--- src/rtl/slave_read.sv ---
// ---------------------------------------------------------------------------
// slave_read -- AXI read-channel slave in front of a single-port word memory.
//
// Accepts one AR request at a time, then walks the burst one beat at a time:
// FETCH strobes the memory, LOAD captures the returned word one cycle later,
// RESP presents the beat until the master accepts it. Every beat is 4 bytes
// and the burst type is always INCR.
//
// Optional feature (macro SLAVE_READ_RANGE_CHECK_EN): a request whose start
// address lies outside [ADDR_BASE, ADDR_BASE+ADDR_SIZE) is answered with an
// error burst (RRESP=2'b11, RDATA=0, no memory access) of the requested length.
//
// Ports
//   clk, rst            : clock (rising edge), synchronous active-high reset
//   AR*_S               : read address channel (ARSIZE_S/ARBURST_S ignored)
//   R*_S                : read data channel; data/resp/id/last are 0 when
//                         RVALID_S is low
//   mem_en, mem_addr    : memory read strobe and word address
//   mem_rdata           : memory data, valid the cycle after mem_en
// ---------------------------------------------------------------------------
`ifndef AXI_ID_BITS
`define AXI_ID_BITS 4
`endif
`ifndef AXI_ADDR_BITS
`define AXI_ADDR_BITS 32
`endif
`ifndef AXI_LEN_BITS
`define AXI_LEN_BITS 4
`endif
`ifndef AXI_SIZE_BITS
`define AXI_SIZE_BITS 3
`endif
`ifndef AXI_DATA_BITS
`define AXI_DATA_BITS 32
`endif

module slave_read #(
    parameter logic [31:0] ADDR_BASE = 32'h0000_0000,
    parameter logic [31:0] ADDR_SIZE = 32'h0001_0000,
    parameter int unsigned MEM_AW    = 14
) (
    input  logic                        clk,
    input  logic                        rst,
    input  logic [`AXI_ID_BITS-1:0]     ARID_S,
    input  logic [`AXI_ADDR_BITS-1:0]   ARADDR_S,
    input  logic [`AXI_LEN_BITS-1:0]    ARLEN_S,
    input  logic [`AXI_SIZE_BITS-1:0]   ARSIZE_S,
    input  logic [1:0]                  ARBURST_S,
    input  logic                        ARVALID_S,
    output logic                        ARREADY_S,
    output logic [`AXI_ID_BITS-1:0]     RID_S,
    output logic [`AXI_DATA_BITS-1:0]   RDATA_S,
    output logic [1:0]                  RRESP_S,
    output logic                        RLAST_S,
    output logic                        RVALID_S,
    input  logic                        RREADY_S,
    output logic                        mem_en,
    output logic [MEM_AW-1:0]           mem_addr,
    input  logic [31:0]                 mem_rdata
);

    typedef enum logic [1:0] {
        IDLE  = 2'b00,
        FETCH = 2'b01,
        LOAD  = 2'b10,
        RESP  = 2'b11
    } state_t;

    state_t                      state_q, state_d;
    logic [`AXI_ID_BITS-1:0]     id_q, id_d;
    logic [`AXI_ADDR_BITS-1:0]   addr_q, addr_d;
    logic [`AXI_LEN_BITS-1:0]    len_q, len_d;
    logic [`AXI_LEN_BITS-1:0]    beat_q, beat_d;
    logic                        err_q, err_d;
    logic                        arready_q, arready_d;
    logic                        rvalid_q, rvalid_d;
    logic                        rlast_q, rlast_d;
    logic [`AXI_DATA_BITS-1:0]   rdata_q, rdata_d;
    logic [1:0]                  rresp_q, rresp_d;
    logic [`AXI_ID_BITS-1:0]     rid_q, rid_d;
    logic                        mem_en_q, mem_en_d;
    logic [MEM_AW-1:0]           mem_addr_q, mem_addr_d;

    logic                        range_err_s;
    logic [`AXI_ADDR_BITS-1:0]   addr_inc_s;
    logic [`AXI_LEN_BITS-1:0]    beat_inc_s;
    logic                        unused_s;

`ifdef SLAVE_READ_RANGE_CHECK_EN
    // Window end is computed one bit wider so a window touching 2^32 works.
    logic [32:0] win_end_s;
    assign win_end_s   = {1'b0, ADDR_BASE} + {1'b0, ADDR_SIZE};
    assign range_err_s = (ARADDR_S < ADDR_BASE) || ({1'b0, ARADDR_S} >= win_end_s);
    assign unused_s    = ^{ARSIZE_S, ARBURST_S};
`else
    assign range_err_s = 1'b0;
    assign unused_s    = ^{ARSIZE_S, ARBURST_S, ADDR_BASE, ADDR_SIZE};
`endif

    assign addr_inc_s = addr_q + 32'd4;
    assign beat_inc_s = beat_q + `AXI_LEN_BITS'(1);

    // Next-state and next-output logic for the burst sequencer.
    always_comb begin
        state_d    = state_q;
        id_d       = id_q;
        addr_d     = addr_q;
        len_d      = len_q;
        beat_d     = beat_q;
        err_d      = err_q;
        arready_d  = arready_q;
        rvalid_d   = rvalid_q;
        rlast_d    = rlast_q;
        rdata_d    = rdata_q;
        rresp_d    = rresp_q;
        rid_d      = rid_q;
        mem_en_d   = 1'b0;
        mem_addr_d = mem_addr_q;
        case (state_q)
            IDLE: begin
                arready_d = 1'b1;
                rvalid_d  = 1'b0;
                rlast_d   = 1'b0;
                rdata_d   = {`AXI_DATA_BITS{1'b0}};
                rresp_d   = 2'b00;
                rid_d     = {`AXI_ID_BITS{1'b0}};
                if (ARVALID_S && arready_q) begin
                    id_d      = ARID_S;
                    addr_d    = ARADDR_S;
                    len_d     = ARLEN_S;
                    beat_d    = {`AXI_LEN_BITS{1'b0}};
                    err_d     = range_err_s;
                    arready_d = 1'b0;
                    if (range_err_s) begin
                        // Error bursts skip the memory and answer immediately.
                        state_d  = RESP;
                        rvalid_d = 1'b1;
                        rresp_d  = 2'b11;
                        rid_d    = ARID_S;
                        rlast_d  = (ARLEN_S == {`AXI_LEN_BITS{1'b0}});
                    end else begin
                        state_d    = FETCH;
                        mem_en_d   = 1'b1;
                        mem_addr_d = ARADDR_S[MEM_AW+1:2];
                    end
                end else begin
                    state_d = IDLE;
                end
            end
            FETCH: begin
                state_d = LOAD;
            end
            LOAD: begin
                state_d  = RESP;
                rvalid_d = 1'b1;
                rdata_d  = mem_rdata;
                rresp_d  = 2'b00;
                rid_d    = id_q;
                rlast_d  = (beat_q == len_q);
            end
            RESP: begin
                if (RREADY_S) begin
                    if (rlast_q) begin
                        state_d   = IDLE;
                        arready_d = 1'b1;
                        rvalid_d  = 1'b0;
                        rlast_d   = 1'b0;
                        rdata_d   = {`AXI_DATA_BITS{1'b0}};
                        rresp_d   = 2'b00;
                        rid_d     = {`AXI_ID_BITS{1'b0}};
                    end else begin
                        addr_d = addr_inc_s;
                        beat_d = beat_inc_s;
                        if (err_q) begin
                            state_d = RESP;
                            rdata_d = {`AXI_DATA_BITS{1'b0}};
                            rresp_d = 2'b11;
                            rlast_d = (beat_inc_s == len_q);
                        end else begin
                            state_d    = FETCH;
                            mem_en_d   = 1'b1;
                            mem_addr_d = addr_inc_s[MEM_AW+1:2];
                            rvalid_d   = 1'b0;
                            rlast_d    = 1'b0;
                            rdata_d    = {`AXI_DATA_BITS{1'b0}};
                            rresp_d    = 2'b00;
                            rid_d      = {`AXI_ID_BITS{1'b0}};
                        end
                    end
                end else begin
                    state_d = RESP;
                end
            end
            default: begin
                state_d   = IDLE;
                arready_d = 1'b0;
                rvalid_d  = 1'b0;
                rlast_d   = 1'b0;
                rdata_d   = {`AXI_DATA_BITS{1'b0}};
                rresp_d   = 2'b00;
                rid_d     = {`AXI_ID_BITS{1'b0}};
            end
        endcase
    end

    // State and output registers with synchronous reset.
    always_ff @(posedge clk) begin
        if (rst) begin
            state_q    <= IDLE;
            id_q       <= {`AXI_ID_BITS{1'b0}};
            addr_q     <= {`AXI_ADDR_BITS{1'b0}};
            len_q      <= {`AXI_LEN_BITS{1'b0}};
            beat_q     <= {`AXI_LEN_BITS{1'b0}};
            err_q      <= 1'b0;
            arready_q  <= 1'b0;
            rvalid_q   <= 1'b0;
            rlast_q    <= 1'b0;
            rdata_q    <= {`AXI_DATA_BITS{1'b0}};
            rresp_q    <= 2'b00;
            rid_q      <= {`AXI_ID_BITS{1'b0}};
            mem_en_q   <= 1'b0;
            mem_addr_q <= {MEM_AW{1'b0}};
        end else begin
            state_q    <= state_d;
            id_q       <= id_d;
            addr_q     <= addr_d;
            len_q      <= len_d;
            beat_q     <= beat_d;
            err_q      <= err_d;
            arready_q  <= arready_d;
            rvalid_q   <= rvalid_d;
            rlast_q    <= rlast_d;
            rdata_q    <= rdata_d;
            rresp_q    <= rresp_d;
            rid_q      <= rid_d;
            mem_en_q   <= mem_en_d;
            mem_addr_q <= mem_addr_d;
        end
    end

    assign ARREADY_S = arready_q;
    assign RVALID_S  = rvalid_q;
    assign RLAST_S   = rlast_q;
    assign RDATA_S   = rdata_q;
    assign RRESP_S   = rresp_q;
    assign RID_S     = rid_q;
    assign mem_en    = mem_en_q;
    assign mem_addr  = mem_addr_q;

endmodule

--- config.mk ---
export PLATFORM = sky130hd
export DESIGN_NAME = slave_read
export DESIGN_NICKNAME = d
export VERILOG_FILES = /design/src/rtl/slave_read.sv
export SDC_FILE = /design/constraint.sdc
export NUM_CORES = 1
export LEC_CHECK = 0
export CORE_UTILIZATION = 42
export DETAILED_ROUTE_END_ITERATION = 6
export PLACE_DENSITY = 0.8
export SYNTH_ARGS = -nofsm -noshare
export SYNTH_HDL_FRONTEND = slang
export SYNTH_SLANG_ARGS = --single-unit
--- constraint.sdc ---
create_clock -name clk -period 2.4 [get_ports clk]
set_input_delay 0.36 -clock clk [delete_from_list [all_inputs] [get_ports clk]]
set_output_delay 0.36 -clock clk [all_outputs]
set_load 0.05 [all_outputs]
# After elaboration in Yosys (flattened, before gate mapping)
# Index checks and enable logic that the tools add are counted.
classes:
  mux: 33
  n_eq_ne: 8
  n_reduce_logical: 11
  n_addsub: 2
ops:
  columns: ["operator", "n"]
  rows:
  - ["$mux W32", 4]
  - ["$pmux W32 S3", 1]
  - ["$pmux W32 S2", 1]
  - ["$mux W14", 3]
  - ["$add A32 B3 Y32 const B", 1]
  - ["$pmux W14 S2", 1]
  - ["$mux W4", 4]
  - ["$pmux W4 S3", 1]
  - ["$mux W1", 9]
  - ["$ne A2 B2 Y1 const B", 4]
  - ["$pmux W2 S4", 1]
  - ["$pmux W4 S2", 1]
  - ["$pmux W1 S3", 2]
  - ["$reduce_and A2 Y1", 3]
  - ["$add A4 B1 Y4 const B", 1]
  - ["$eq A2 B2 Y1 const B", 2]
  - ["$eq A4 B4 Y1", 1]
  - ["$mux W2", 2]
  - ["$pmux W1 S2", 2]
  - ["$pmux W2 S2", 1]
  - ["$reduce_and A4 Y1", 1]
  - ["$reduce_bool A2 Y1", 2]
  - ["$reduce_and A3 Y1", 1]
  - ["$reduce_bool A3 Y1", 1]
  - ["other kinds (4)", 4]
totals:
  word_cells: 67
  register_bits: 102

# Depth between registers and ports, before layout
# Gate-level depths: netlist of the first run.
depth:
  word_depth: 4
  depth_mapped: 8
  mapped_depth_nobuf: 6

# Worst setup path after synthesis of the first run
# OpenSTA, ideal clock, no wires.
synth_path:
  path_kind: "reg2reg"
  startpoint: "register, netlist name mem_addr[5]"
  endpoint: "register addr_q[15]"
  setup_ns: 0.074
  path_slack_ns: 0.245
  path_buffers: 0
  required_time_ns: 2.326
  t_arrival_ns: 2.081
  path_stages_with_launch: 5
  cell_sequence: "dfxtp_1 > nand4_2 > or4_4 > or4_1 > a31oi_1"
synth_rtl:
  columns: ["item", "line_no", "text"]
  rows:
  - ["to (signal assigned)", "211", "addr_q <= {`AXI_ADDR_BITS{1'b0}};"]
  - ["to (signal assigned)", "226", "addr_q <= addr_d;"]
  - ["to (decl)", "71", "logic [`AXI_ADDR_BITS-1:0] addr_q, addr_d;"]

# Final worst setup path of the first run
layout_path:
  startpoint: "register state_q[1]"
  endpoint: "register mem_addr_q[12] (netlist: mem_addr[12])"
layout_via:
  elab_chain_cells: 3
  word_cells_on_any_way: 8
  classes_between: "eq/ne (4); mux (1); reduce/logical (3)"
layout_lines:
  columns: ["item", "line_no", "text"]
  rows:
  - ["from (decl)", "69", "state_t state_q, state_d;"]
  - ["from (signal assigned)", "224", "state_q <= state_d;"]
  - ["$eq A2 B2 Y1 / $logic_not A2 Y1 (equally long branches)", "119", "case (state_q)"]
  - ["$ne A2 B2 Y1 (no source line) / $reduce_bool A2 Y1 (equally long branches)", null, null]
  - ["$reduce_and A4 Y1 (no source line)", null, null]
  - ["to (signal assigned)", "222", "mem_addr_q <= {MEM_AW{1'b0}};"]
  - ["to (signal assigned)", "237", "mem_addr_q <= mem_addr_d;"]
  - ["to (decl)", "82", "logic [MEM_AW-1:0] mem_addr_q, mem_addr_d;"]
# Several ways; a longest one is shown, not always the timed one.
# A chain may end at the register's enable or synchronous reset.

==> impl_metrics.toml, run 1 <==
[floorplan]
rows = 31
die_x_um = 88.7
die_area_um2 = 7860
ios = 137
die_h_um = 88.7
design.core.area_um2 = 7250
start_util_pct = 43.5

[synth]
synth-seq-area-share_pct = 43.2
synth_edf_count = 0
yosysWarnings = 0
synthArstFlopShare_pct = 0
synth_area_per_cell_um2 = 7.58
synthCells = 416
synth_seq_cells = 68
ys_types = 50
syn-cell-area_um2 = 3150
ys.flop_type = "dfxtp_1"

[worst_setup_path]
cp-end-kind = "flop"
rr_startpoint = "state_q[1]"
crit_fanout = 25
worstPathRequired_ns = 2.65
critPathLaunchType = "flop"
worst_ep_arrival_time_ns = 2.35
endpoint = "mem_addr[12]"
timing.rr.end = "mem_addr[12]"
r2r_cells = 6
r2r_slack_ns = 0.31
critical_path_class = "reg -> reg"
startpoint = "state_q[1]"

[timing]
post-route-period-util_pct = 87.3
slew_violations = 0
tns_ns = 0
worst_slack_ns = 0.305
setup_violations = 0
min_period_ns = 2.09
clock_skew_ns = 0.00873
fmax_ghz = 0.477
tightest_slew_ns = 0.742
slew_headroom_pct = 50.5
rsz0062_at_grt = "no"
hold_viol = 0

[clocking]
clock_path_buffers = 2
clock_latency_ns = 0.32
cts_sinks = 68
hold_buffers = 0
clk_pin_slew_ns = 0.07
htreeDepth = 3
clockRootBuffer = "clkbuf_8"
cts_tree = "built"
cts.repair.resized = 0
cts_buffers = 9
post_cts_buffers = 0

[placed_design]
dpl_cell_area_um2 = 4330
gp_congestion = 0.787
portBuffers = 111
dp_hpwl_um = 5890
pre_cts_ws_ns = 0.276

[drt]
routedWlPerCell_um = 13.8
remaining_drc_errors = 0
wl_um = 8520
ant_nets = 0
vias = 3277
first_iter_violations = 132
firstDrtPassIters = 5
routed_via_density = 5.30

[global_route]
grt_max_degree = 40
grt_pass1_vias = 2947
grt.total_usage_pct = 21.8
grt_pass1_wl_um = 13300
grt.overflow.total = 0
antenna_found_initial = 0

[pwr]
p_int_uw = 2530
p_comb_share_pct = 48.3
cellPowerDensity_nw_per_um2 = 1020
switching_share_pct = 45.2
switchingPower_uw = 2090
vdd_ir_drop_max_mv = 0.448
p_clk_share_pct = 18.2
seqPwrFrac_pct = 33.5
p_leak_uw = 0.00162

[layout]
multi_input_area_um2 = 1650
area_growth_pct = 42.8
nFillCells = 653
final_area_um2 = 4510
diodes = 0
nNetsFinal = 604
utilization_pct = 62.1
drive_above_1_share_pct = 6.36
seqCellArea_um2 = 1360

[outcome]
status = "finished clean"

[min_path]
worstHoldPathType = "in -> reg"

[run]
max_cap_violations = 0
layer usage:
metal | part of all wire, % | global-route usage (%) | routed length [um]
met5 | 0 | 0 | 0
met4 | 1.4 | 8.21 | 120
met3 | 4.6 | 5.22 | 393
met2 | 49 | 36.6 | 4190
met1 | 45 | 27.0 | 3820
Yosys cell counts (2+ instances only):
| cell type | count | share of area [%] |
|---|---|---|
| a211oi_1 | 10 | 2.4 |
| a21oi_1 | 59 | 9.4 |
| a22oi_1 | 4 | 0.95 |
| a31oi_1 | 3 | 0.60 |
| buf_4 | 2 | 0.48 |
| clkbuf_1 | 29 | 3.5 |
| dfxtp_1 | 68 | 43 |
| ha_1 | 7 | 2.8 |
| inv_1 | 5 | 0.60 |
| mux2i_1 | 3 | 0.95 |
| nand2_1 | 66 | 7.9 |
| nand3_1 | 7 | 1.1 |
| nand4_1 | 3 | 0.60 |
| nor2_1 | 50 | 6.0 |
| nor2b_1 | 4 | 0.79 |
| nor3_1 | 40 | 6.3 |
| nor4_1 | 4 | 0.79 |
| o21a_1 | 2 | 0.48 |
| o21ai_0 | 11 | 1.7 |
| o22ai_1 | 3 | 0.60 |
| or2_2 | 3 | 0.60 |
| or3_1 | 3 | 0.60 |
| xor2_1 | 3 | 0.83 |
how the worst min path moves through the flow:
stage | slack, ns | start | cells past startpoint | end
5_1_grt | 0.44 | rst | 2 | RDATA_S[23]
3_3_place_gp | 0.45 | id_q[3] | 2 | id_q[3]
3_5_place_dp | 0.45 | id_q[2] | 2 | id_q[2]
2_1_floorplan | 0.44 | id_q[3] | 2 | id_q[3]
4_1_cts | 0.43 | rst | 2 | RDATA_S[17]
6_report | 0.45 | rst | 2 | RDATA_S[20]
logic make-up after synthesis:
group / synth area share, %
adder cells (fa/ha/maj): 2.78
buffers and inverters: 4.76
XOR/XNOR: 1.11
multiplexers: 0.952
AO/OA/AOI/OAI: 18.8
AND/OR/NAND/NOR: 28.4
other: 0.119
flip-flops: 43.2
state kept, by name, summed over array words and instances (netlist names):
register,cells
id_q,4
RVALID_S,1
addr_q,1
len_q,4
RLAST_S,1
mem_en,1
mem_addr,13
RDATA_S,32
ARREADY_S,1
state_q,2
RID_S,4
beat_q,4
stage by stage:
step,power (uW),hold WS (ns),instances
after floorplan,3070,0.436,417
after global placement,3740,0.446,604
after detailed placement,3800,0.455,604
after CTS,4640,0.428,618
after global routing,4900,0.443,618
final,4620,0.447,618
cells in the final DEF, fill, tap and decap left out, types with 2 or more instances in the layout:
cell type	Yosys	routed
nand3_1	7	7
clkbuf_8	0	12
or3_1	3	3
nand2_1	66	66
clkdlybuf4s50_1	0	110
nor3_1	40	40
o21ai_0	11	11
xor2_1	3	3
o21a_1	2	2
nor2_1	50	50
a31oi_1	3	3
a22oi_1	4	4
inv_1	5	5
or2_2	3	3
ha_1	7	7
mux2i_1	3	3
dfxtp_1	68	68
buf_4	2	9
a21oi_1	59	59
nor2b_1	4	3
o22ai_1	3	3
conb_1	1	2
nor4_1	4	4
clkinv_2	0	2
a211oi_1	10	10
nand4_1	3	3
power groups by stage:
stage	Clock [uW]	Combinational, uW	Sequential, uW
2_1_floorplan	0	994	2080
3_3_place_gp	0	2190	1560
3_5_place_dp	0	2230	1560
4_1_cts	861	2240	1540
5_1_grt	915	2410	1580
6_report	839	2230	1550
cell type report:
cell class / instances / area share, %
inverters: 6 / 0.500
clock buffers: 12 / 3.67
repair buffers: 120 / 26.0
well taps: 99 / 2.75
flip-flops and latches: 68 / 30.2
multi-input cells: 311 / 36.6
clock inverters: 2 / 0.222
critical path, stage by stage (launching register included):
cell	delay [ns]
dfxtp_1	0.41
ha_1	0.34
buf_4	0.33
clkinv_1	0.33
nor4_1	0.36
mux2i_1	0.12
a21oi_1	0.13
(Power assumes the default switching activity.)
==> run 2, diff against run 1 <==
CORE_UTILIZATION = 63   (was 42)
DONT_BUFFER_PORTS = 1   (was unset)
PLACE_DENSITY = 0.79   (was 0.8)
==> impl_metrics.toml, run 2 (synthesis results as in run 1) <==
[clocking]
post_cts_buffers = 0
cts_buffers = 9
clockRootBuffer = "clkbuf_8"
cts_sinks = 68
clk_pin_slew_ns = 0.07
hold_buffers = 0
cts.repair.resized = 0
clock_latency_ns = 0.34
htreeDepth = 3
cts_tree = "built"
clock_path_buffers = 2

[pwr]
vdd_ir_drop_max_mv = 0.679
cellPowerDensity_nw_per_um2 = 1280
p_leak_uw = 0.00127

[timing]
tns_ns = 0
hold_viol = 0
rsz0062_at_grt = "no"
tightest_slew_ns = 0.611
slew_violations = 0
post-route-period-util_pct = 86.5
setup_violations = 0
min_period_ns = 2.08
hold_slack_ns = 0.0854
fmax_ghz = 0.481
clock_skew_ns = 0.0104
slew_headroom_pct = 59.2

[global_route]
grt.overflow.total = 0
grt_pass1_wl_um = 12200
grt.total_usage_pct = 29.4
grt_pass1_vias = 2759
grt_max_degree = 70
antenna_found_initial = 0

[worst_setup_path]
worst_ep_arrival_time_ns = 2.35
crit_chain = "ha_1, nor2b_2, or2_2, buf_4, a21oi_1, nor2_1"
max_stage_delay_ns = 0.46
worstPathRequired_ns = 2.67
critPathLaunchType = "flop"
crit_slowest_cell = "ha_1"
crit_fanout = 23
crit_buf_inv = 1
cp-end-kind = "flop"
cpLargestDelayFamily = "simple AND/OR/NAND/NOR gates"
critical_path_class = "reg -> reg"

[floorplan]
start_util_pct = 65.9
die_h_um = 72.8
design.core.area_um2 = 4790
rows = 25
ios = 137
die_x_um = 72.8
die_area_um2 = 5290

[layout]
final_cell_mix = "68 x dfxtp_1, 66 x nand2_1, 59 x a21oi_1, 50 x nor2_1, 40 x nor3_1"
largest_reg_flops = 32
mostFrequentLayoutCell = "dfxtp_1"
drive_above_1_share_pct = 9.72
area_growth_pct = 9.44
nFillCells = 404
multi_input_area_um2 = 1650
seqCellArea_um2 = 1360
nNetsFinal = 505
diodes = 0

[placed_design]
portBuffers = 0
gp_congestion = 0.781
dp_hpwl_um = 4900

[drt]
routed_via_density = 6.01
firstDrtPassIters = 5
wl_um = 7530
routedWlPerCell_um = 15.4
first_iter_violations = 179
remaining_drc_errors = 0
vias = 2939
ant_nets = 0

[run]
max_cap_violations = 0

[outcome]
status = "finished clean"

[min_path]
worstHoldPathType = "in -> reg"
==> run 2: area by class of cell <==
type / count / share of cell area, %
Sequential cell: 68 / 39.4
Timing Repair Buffer: 21 / 4.57
Multi-Input combinational cell: 311 / 47.8
Clock inverter: 2 / 1.01
Clock buffer: 14 / 4.13
Inverter: 6 / 0.652
Tap cell: 67 / 2.43
==> run 2: final timing paths <==
kind | startpoint | to | slack [ns] | cells after the start
hold / removal | rst | mem_addr[5] | 0.09 | 1
hold reg to reg | id_q[2] | id_q[2] | 0.45 | 2
setup reg to reg | state_q[1] | RDATA_S[21] | 0.32 | 6
setup / recovery | state_q[1] | RDATA_S[21] | 0.32 | 6
==> run 2: per-layer routing <==
metal  wire length, um  vias up  track usage (%)
met5                 0        -                0
met2              3640      121             49.0
met4                78        0             12.9
met1              3160     1365             33.0
li1                  -     1442                -
met3               651       11             12.0
==> run 2: worst register-to-register path: stages, from the launching register on <==
cell	delay, ns
dfxtp_1	0.40
ha_1	0.46
nor2b_2	0.24
or2_2	0.33
buf_4	0.33
a21oi_1	0.11
nor2_1	0.14
==> run 2: report_power, final <==
part | internal [uW] | leakage (uW) | switching [uW]
sequential | 1330 | 0.000552 | 426
combinational | 530 | 0.000633 | 1240
clock | 481 | 0.0000887 | 402
==> run 2: through the flow <==
stage	util (%)	instance area (um^2)	total power, uW	std cells	setup slack, ns
after detailed placement	68.4	3270	3520	473	0.356
after floorplan	-	3160	3070	417	0.245
after global routing	72.1	3450	4670	489	0.150
after CTS	72.1	3450	4410	489	0.345
after global placement	68.4	3270	3460	473	0.406
final	72.1	3450	4410	489	0.323
==> run 3, diff against run 2 <==
CORE_MARGIN = 2   (was unset)
TNS_END_PERCENT = 5   (was unset)
==> impl_metrics.toml, run 3 (synthesis results as in run 1) <==
[outcome]
status = "finished clean"

[global_route]
grt_pass1_wl_um = 12100
grt.total_usage_pct = 27.8
grt.overflow.total = 0
grt_max_degree = 70
grt_pass1_vias = 2725
antenna_found_initial = 0

[clocking]
clockRootBuffer = "clkbuf_8"
cts_buffers = 9
cts_sinks = 68
cts.repair.resized = 0
hold_buffers = 0
clock_path_buffers = 2
htreeDepth = 3
cts_tree = "built"
post_cts_buffers = 0
clk_pin_slew_ns = 0.07
clock_latency_ns = 0.34

[floorplan]
start_util_pct = 65.9
die_h_um = 74.8
die_area_um2 = 5590
rows = 25
die_x_um = 74.8
ios = 137
design.core.area_um2 = 4790

[run]
max_cap_violations = 0

[drt]
ant_nets = 0
first_iter_violations = 184
routed_via_density = 5.96
firstDrtPassIters = 6
remaining_drc_errors = 0
routedWlPerCell_um = 15.5
wl_um = 7570
vias = 2913

[worst_setup_path]
critical_path_class = "reg -> reg"
crit_slowest_cell = "dfxtp_1"
crit_chain = "inv_1, ha_1, a21boi_1, a211o_1, or3_1, a211oi_1"
crit_buf_inv = 1
worstPathRequired_ns = 2.66
cp-end-kind = "flop"
critPathLaunchType = "flop"
cpLargestDelayFamily = "compound AO/OA/AOI/OAI gates"
max_stage_delay_ns = 0.39
worst_ep_arrival_time_ns = 2.31
crit_fanout = 10

[timing]
worst_slack_ns = 0.352
hold_viol = 0
slew_headroom_pct = 58.6
tightest_slew_ns = 0.620
slew_violations = 0
clock_skew_ns = 0.0125
post-route-period-util_pct = 85.3
fmax_ghz = 0.488
rsz0062_at_grt = "no"
setup_violations = 0
tns_ns = 0
min_period_ns = 2.05

[layout]
mostFrequentLayoutCell = "dfxtp_1"
diodes = 0
largest_reg_flops = 32
final_cell_mix = "68 x dfxtp_1, 66 x nand2_1, 59 x a21oi_1, 50 x nor2_1, 40 x nor3_1"
area_growth_pct = 12.0
drive_above_1_share_pct = 10.9
nNetsFinal = 506
final_area_um2 = 3530

[placed_design]
dp_hpwl_um = 4990
pre_cts_ws_ns = 0.367
dpl_cell_area_um2 = 3290
portBuffers = 0
gp_congestion = 0.777

[pwr]
cellPowerDensity_nw_per_um2 = 1320
total_power_uw = 4670
p_leak_uw = 0.00132
vdd_ir_drop_max_mv = 0.726

[min_path]
worstHoldPathType = "in -> reg"
==> run 3: stage by stage <==
stage | hold slack (ns) | util [%] | cells
after floorplan | 0.436 | - | 417
after global placement | 0.435 | 68.8 | 474
after detailed placement | 0.435 | 68.8 | 474
after CTS | 0.0702 | 73.8 | 489
after global routing | 0.0718 | 73.8 | 489
final | 0.0905 | 73.8 | 489
==> run 3: worst paths after layout <==
kind,startpoint,endpoint,cells after the start,slack (ns)
setup / recovery,state_q[1],beat_q[3],6,0.35
hold / removal,rst,mem_addr[8],1,0.09
setup reg to reg,state_q[1],beat_q[3],6,0.35
hold reg to reg,id_q[0],id_q[0],2,0.46
==> run 3: metal layers <==
| metal | wire length, um | track usage [%] | up-vias |
|---|---|---|---|
| met3 | 551 | 8.03 | 13 |
| li1 | - | - | 1452 |
| met1 | 3270 | 34.1 | 1353 |
| met2 | 3620 | 45.4 | 95 |
| met5 | 0 | 0 | - |
| met4 | 141 | 12.9 | 0 |
==> run 3: report_power, final <==
group | switching [uW] | total, uW | internal [uW] | leakage (uW)
logic | 1220 | 1770 | 556 | 0.000641
registers | 427 | 1760 | 1330 | 0.000552
clock network | 430 | 1140 | 709 | 0.000122
total | 2070 | 4670 | 2600 | 0.00132
==> run 3: area by class of cell <==
type,count,area [um^2]
inverter,6,22.5
fill,394,1250
multi-input combinational,311,1650
timing repair buffer,22,178
clock buffer,10,138
sequential,68,1360
tap,67,83.8
clock inverter,5,100
==> run 3: worst reg2reg max path: cells and delay by family, from the launching register on <==
family,cells,cell delay (ns)
compound gates,3,0.83
fa+ha+maj,1,0.26
buf+inv,1,0.10
flops,1,0.39
simple gates,1,0.38
